### src/rtl/sys_bus_arbiter.sv
// sys_bus_arbiter
// Owns the shared 7800 system bus. It hands the bus to the CPU, to MARIA
// display-list DMA, or to the RAM-clear engine, and drives CPU RDY so that
// DMA only takes the bus on a CPU read cycle.
//
// Ports
//   clk_sys, reset       system clock, async active-high reset
//   pclk1                one-clk_sys pulse per CPU cycle
//   loading              ROM load in progress; forces RAM clear
//   cpu_addr/rwn/dout    CPU bus request
//   dma_req, dma_addr    MARIA bus request (level) and address
//   bus_addr/rwn/wdata   arbitrated bus (combinational from state)
//   ram_clr_we           RAM clear write strobe
//   cpu_rdy              CPU RDY, 0 = stall
//   dma_grant            MARIA owns the bus
//   clear_done           full clear pass done since loading rose
//   halt_err             sticky, a grant was forced by the halt timeout
//   dma_cycles           pclk1 pulses in current/last DMA tenure
//
// state      | meaning
// -----------+---------------------------------------------------------
// CPU        | CPU owns the bus, RDY high
// HALT_WAIT  | RDY low, waiting for a CPU read cycle before granting DMA
// DMA        | MARIA owns the bus
// RELEASE    | one-CPU-cycle turnaround back to the CPU, RDY still low
// CLEAR      | RAM clear engine writes zeros to every location

module sys_bus_arbiter #(
    parameter int CLEAR_AW     = 11,
    parameter int HALT_TIMEOUT = 8
) (
    input  logic        clk_sys,
    input  logic        reset,
    input  logic        pclk1,
    input  logic        loading,
    input  logic [15:0] cpu_addr,
    input  logic        cpu_rwn,
    input  logic [7:0]  cpu_dout,
    input  logic        dma_req,
    input  logic [15:0] dma_addr,
    output logic [15:0] bus_addr,
    output logic        bus_rwn,
    output logic [7:0]  bus_wdata,
    output logic        ram_clr_we,
    output logic        cpu_rdy,
    output logic        dma_grant,
    output logic        clear_done,
    output logic        halt_err,
    output logic [15:0] dma_cycles
);

    localparam int TW = $clog2(HALT_TIMEOUT + 1);

    typedef enum logic [2:0] {
        ST_CPU,
        ST_HALT_WAIT,
        ST_DMA,
        ST_RELEASE,
        ST_CLEAR
    } state_t;

    state_t              state, state_nxt;
    logic [CLEAR_AW-1:0] clr_cnt, clr_cnt_nxt;
    logic [TW-1:0]       tmo_cnt, tmo_cnt_nxt;
    logic                halt_err_nxt;
    logic                clear_done_nxt;
    logic [15:0]         dma_cycles_nxt;
    logic                loading_q;

    always_ff @(posedge clk_sys or posedge reset) begin
        if (reset) begin
            state      <= ST_CPU;
            clr_cnt    <= '0;
            tmo_cnt    <= '0;
            cpu_rdy    <= 1'b1;
            dma_grant  <= 1'b0;
            ram_clr_we <= 1'b0;
            clear_done <= 1'b0;
            halt_err   <= 1'b0;
            dma_cycles <= '0;
            loading_q  <= 1'b0;
        end else begin
            state      <= state_nxt;
            clr_cnt    <= clr_cnt_nxt;
            tmo_cnt    <= tmo_cnt_nxt;
            cpu_rdy    <= (state_nxt == ST_CPU);
            dma_grant  <= (state_nxt == ST_DMA);
            ram_clr_we <= (state_nxt == ST_CLEAR);
            clear_done <= clear_done_nxt;
            halt_err   <= halt_err_nxt;
            dma_cycles <= dma_cycles_nxt;
            loading_q  <= loading;
        end
    end

    always_comb begin
        state_nxt      = state;
        clr_cnt_nxt    = clr_cnt;
        tmo_cnt_nxt    = tmo_cnt;
        halt_err_nxt   = halt_err;
        clear_done_nxt = clear_done;
        dma_cycles_nxt = dma_cycles;

        // Counts every pclk1 spent owning the bus, including the one on
        // which the tenure ends.
        if (state == ST_DMA && pclk1 && dma_cycles != 16'hFFFF)
            dma_cycles_nxt = dma_cycles + 16'd1;

        if (loading && !loading_q)
            clear_done_nxt = 1'b0;

        if (loading) begin
            // Loading aborts whatever is in flight, DMA included.
            state_nxt = ST_CLEAR;
            if (state == ST_CLEAR) begin
                clr_cnt_nxt = clr_cnt + CLEAR_AW'(1);
                if (&clr_cnt)
                    clear_done_nxt = 1'b1;
            end
        end else begin
            case (state)
                ST_CPU: begin
                    if (dma_req) begin
                        state_nxt   = ST_HALT_WAIT;
                        tmo_cnt_nxt = '0;
                    end
                end
                ST_HALT_WAIT: begin
                    // A grant on this pulse wins over dma_req dropping; the
                    // tenure then ends through RELEASE.
                    if (pclk1 && cpu_rwn) begin
                        state_nxt      = ST_DMA;
                        dma_cycles_nxt = '0;
                    end else if (pclk1 && tmo_cnt == TW'(HALT_TIMEOUT - 1)) begin
                        state_nxt      = ST_DMA;
                        dma_cycles_nxt = '0;
                        halt_err_nxt   = 1'b1;
                    end else begin
                        if (pclk1)
                            tmo_cnt_nxt = tmo_cnt + TW'(1);
                        if (!dma_req)
                            state_nxt = ST_CPU;
                    end
                end
                ST_DMA: begin
                    if (!dma_req)
                        state_nxt = ST_RELEASE;
                end
                ST_RELEASE: begin
                    if (pclk1)
                        state_nxt = ST_CPU;
                end
                ST_CLEAR: begin
                    state_nxt   = ST_CPU;
                    clr_cnt_nxt = '0;
                end
                default: state_nxt = ST_CPU;
            endcase
        end
    end

    // HALT_WAIT and RELEASE keep the CPU on the bus: a 6502 finishes its
    // pending writes even with RDY low.
    always_comb begin
        bus_addr  = cpu_addr;
        bus_rwn   = cpu_rwn;
        bus_wdata = cpu_dout;
        case (state)
            ST_DMA: begin
                bus_addr = dma_addr;
                bus_rwn  = 1'b1;
            end
            ST_CLEAR: begin
                bus_addr  = 16'(clr_cnt);
                bus_rwn   = 1'b0;
                bus_wdata = 8'h00;
            end
            default: ;
        endcase
    end

endmodule

### config.mk
export PLATFORM = sky130hd
export DESIGN_NAME = sys_bus_arbiter
export DESIGN_NICKNAME = d
export VERILOG_FILES = /design/src/rtl/sys_bus_arbiter.sv
export SDC_FILE = /design/constraint.sdc
export NUM_CORES = 1
export LEC_CHECK = 0
export ABC_CLOCK_PERIOD_IN_PS = 1900
export CORE_UTILIZATION = 41
export CTS_BUF_LIST = sky130_fd_sc_hd__clkbuf_8
export DETAILED_ROUTE_END_ITERATION = 10
export GPL_TIMING_DRIVEN = 1
export PLACE_DENSITY = 0.79
export SETUP_SLACK_MARGIN = 0.4
export SYNTH_ARGS = -nofsm -noshare
export SYNTH_HDL_FRONTEND = slang
export SYNTH_SLANG_ARGS = --single-unit
### constraint.sdc
create_clock -name clk_sys -period 1.9 [get_ports clk_sys]
set_input_delay 0.38 -clock clk_sys [delete_from_list [all_inputs] [get_ports clk_sys]]
set_output_delay 0.38 -clock clk_sys [all_outputs]
set_load 0.02 [all_outputs]
==> flow_metrics.tcl <==
set metrics [dict create \
    finClkSkew_ns 0.0161 \
    p_switching_mw 0.675 \
    firstDrtPassIters 4 \
    dr_total_vias 2979 \
    arrival_ns 1.74 \
    die_w_um 78.3 \
    antenna_found_initial 0 \
    seq_power_share 0.426 \
    rows 27 \
    grt.total_usage 0.306 \
    peakVddDrop_uv 394 \
    placed_area_sq_um 3870 \
    num-fill-cells 262 \
    grt_pass1_wl_mm 14.4 \
    layout_setup_ws_ns -0.221 \
    cts-buffers-inserted 5 \
    diodes 0 \
    ant_nets 0 \
    clk_pin_slew_ns 0.09 \
    overflow 0 \
    r2r-end "dma_cycles[13]" \
    yosysWarnings 0 \
    cp-startpoint "state[1]" \
    ys_ff_latch 40 \
    period_needed_ns 2.12 \
    netlist.area_leader.share 0.409 \
    vias_per_cell 6.10 \
    drv_slew 0 \
    r2r_setup_slack_ns -0.15 \
    gp_congestion 0.888 \
    syn_area_sq_um 2380 \
    rsz0062_at_grt "true" \
    fmaxAchievable_mhz 472 \
    setup_violations 34 \
    dp_hpwl_mm 5.40 \
    clockPowerShare 0.274 \
    area_growth_pct 99.0 \
    route.detailed.drc 0 \
    hold_viol 0 \
    drv_cap 0 \
    required_ns 1.52 \
    p_leak_nw 2.02 \
    cts_tree "done" \
    grt_max_degree 41 \
    worst_setup_path_end_kind "output pin" \
    outcome "complete, but fails checks" \
    synth_ff_type "dfrtp_1" \
    cts_root_buf "clkbuf_8" \
    ys_seq_area_frac 0.420 \
    port_buffers 91 \
    final_core_util 0.856 \
    slew_headroom 0.702 \
    dieArea_sq_um 6130 \
    clk_latency_ns 0.32 \
    power_frac_comb 0.300 \
    final_cell_area_sq_um 4740 \
    p_per_area_nw_per_um2 455 \
    clk_path_buf_depth 2 \
    drive_gt1_frac 0.524 \
    avgSynthCellArea_sq_um 8.93 \
    tightest_slew_ns 0.443 \
    post-route-period-util 1.12 \
    crit_type "flip-flop to output pin" \
    switching_share 0.312 \
    cts.htree.levels 2 \
    intPower_mw 1.49 \
    synth_area_leaders "dfrtp_1, nand2_1, a22oi_1" \
    cp_max_fo 5 \
    reg2regPathDepth 5 \
    initial_core_util 0.430 \
    ys_async_sr_fraction 1.00 \
    synth_cell_types 48 \
    worst_r2r_startpoint "state[0]" \
    synth.net_count 316 \
    die_h_um 78.3 \
    routed_wl_mm 10.6 \
    synthCells 267 \
    power.total_mw 2.16 \
    nNetsFinal 464 \
    pin_count 92 \
    numClockSinks 40 \
    yosysTopAreaCell "dfrtp_1" \
    core_sq_um 5540 \
    grt_pass1_vias 2875 \
    synth_edf_count 0 \
    wl_per_cell_um 21.6 \
    hp-class "primary input to asynchronous set/reset pin" \
    crit_path_start_kind "flip-flop" \
    dr.first_iter.drc_count 233 \
    violations "negative setup slack" \
]
## area by class of cell
class                   instances  area, sq um  share of cell area
multi-input cells             206         1900               0.400
flip-flops and latches         40         1020               0.215
repair buffers                156         1630               0.344
inverters                       6         22.5             0.00475
clock buffers                   5         68.8              0.0145
clock inverters                 3         16.3             0.00343
well taps                      72         90.1              0.0190
## metal layers
layer / global-route usage / vias up / wire length, um / part of all wire
li1: - / 1288 / - / -
met1: 0.368 / 1498 / 3900 / 0.37
met2: 0.541 / 151 / 5650 / 0.54
met3: 0.0512 / 42 / 565 / 0.053
met4: 0.119 / 0 / 448 / 0.042
met5: 0 / - / 0 / 0
## stage by stage
step                      TNS (ns)  setup WS [ns]  instances  hold slack (ns)
final                        -4.47         -0.221        488            0.420
after global routing         -6.09         -0.287        488            0.456
after CTS                    -2.59         -0.156        475            0.439
after detailed placement     -8.53         -0.412        445            0.481
after global placement       -7.35         -0.338        445            0.459
after floorplan                  0         0.0563        267            0.411
## cell usage in the layout, fill, tap and decap left out, types with 4 or more instances in the layout
cell type,instances
dfrtp_2,13
or4_1,6
nand3_1,9
nor2_4,5
o21ai_0,7
nand2_2,15
dfrtp_1,26
clkdlybuf4s50_1,43
nand2_4,9
nor2b_4,8
a22o_1,8
buf_4,31
a22oi_2,10
mux2i_1,4
o31ai_1,6
nor2_1,10
a21oi_1,5
nand4_1,8
buf_12,8
nor4_4,4
clkbuf_8,5
clkdlybuf4s15_1,4
buf_6,46
inv_1,7
dlygate4sd2_1,13
nand2_1,14
a21oi_2,8
o21ai_1,4
## state kept, by name, summed over array words and instances, names as in the netlist
register	count
clear_done	1
clr_cnt	11
cpu_rdy	1
dma_cycles	16
dma_grant	1
halt_err	1
loading_q	1
ram_clr_we	1
state	3
tmo_cnt	4
## cells by family (layout without fill, tap and decap cells)
family | Yosys count | after routing | synth area share
buffers and inverters | 21 | 170 | 0.0346
DFF | 40 | 40 | 0.420
adders and majority gates | 3 | 3 | 0.0157
muxes | 6 | 6 | 0.0262
and+or+nand+nor | 131 | 131 | 0.311
xor gates and xnor gates | 6 | 6 | 0.0220
AOI/OAI and AO/OA | 60 | 60 | 0.171
## worst max-delay path by stage
| stage | end | cells past startpoint |
|---|---|---|
| after detailed placement | dma_cycles[9] | 6 |
| after CTS | bus_addr[14] | 7 |
| after global routing | dma_cycles[13] | 5 |
| after global placement | dma_cycles[9] | 6 |
| final | bus_addr[10] | 7 |
| after floorplan | dma_cycles[12] | 5 |
## worst max-delay path: stages (launching register included)
cell and delay, ns:
dfrtp_1 0.43, nor3b_4 0.17, buf_6 0.13, nor2_4 0.27, buf_12 0.19, nand2_4 0.05, nand2_2 0.07, buf_6 0.12
## what timing repair did
action | in CTS | in global routing
buffers inserted | 20 | 13
setup endpoints to repair | 76 | 68
cloned | 2 | 0
hold buffers | 0 | 0
gates resized for setup | 251 | 55
pin swaps | 27 | 22
## power groups by stage
| stage | clock network [mW] | logic, mW | registers (mW) |
|---|---|---|---|
| 5_1_grt | 0.626 | 0.679 | 0.924 |
| 2_1_floorplan | 0 | 0.235 | 0.930 |
| 3_3_place_gp | 0 | 0.479 | 0.932 |
| 6_report | 0.593 | 0.648 | 0.920 |
| 4_1_cts | 0.576 | 0.567 | 0.915 |
| 3_5_place_dp | 0 | 0.488 | 0.933 |
## synth_stat cells (4+ instances only)
cell type / n
a22o_1: 8
o21ai_0: 13
or4_1: 7
clkbuf_1: 11
nand2_1: 38
a21oi_1: 13
o31ai_1: 7
nand4_1: 8
dfrtp_1: 39
nor3_1: 7
or2_2: 4
nor2_1: 15
nor2b_1: 10
a22oi_1: 10
mux2i_1: 4
inv_1: 6
nand3_1: 9
Power figures use the tool's default switching activity.
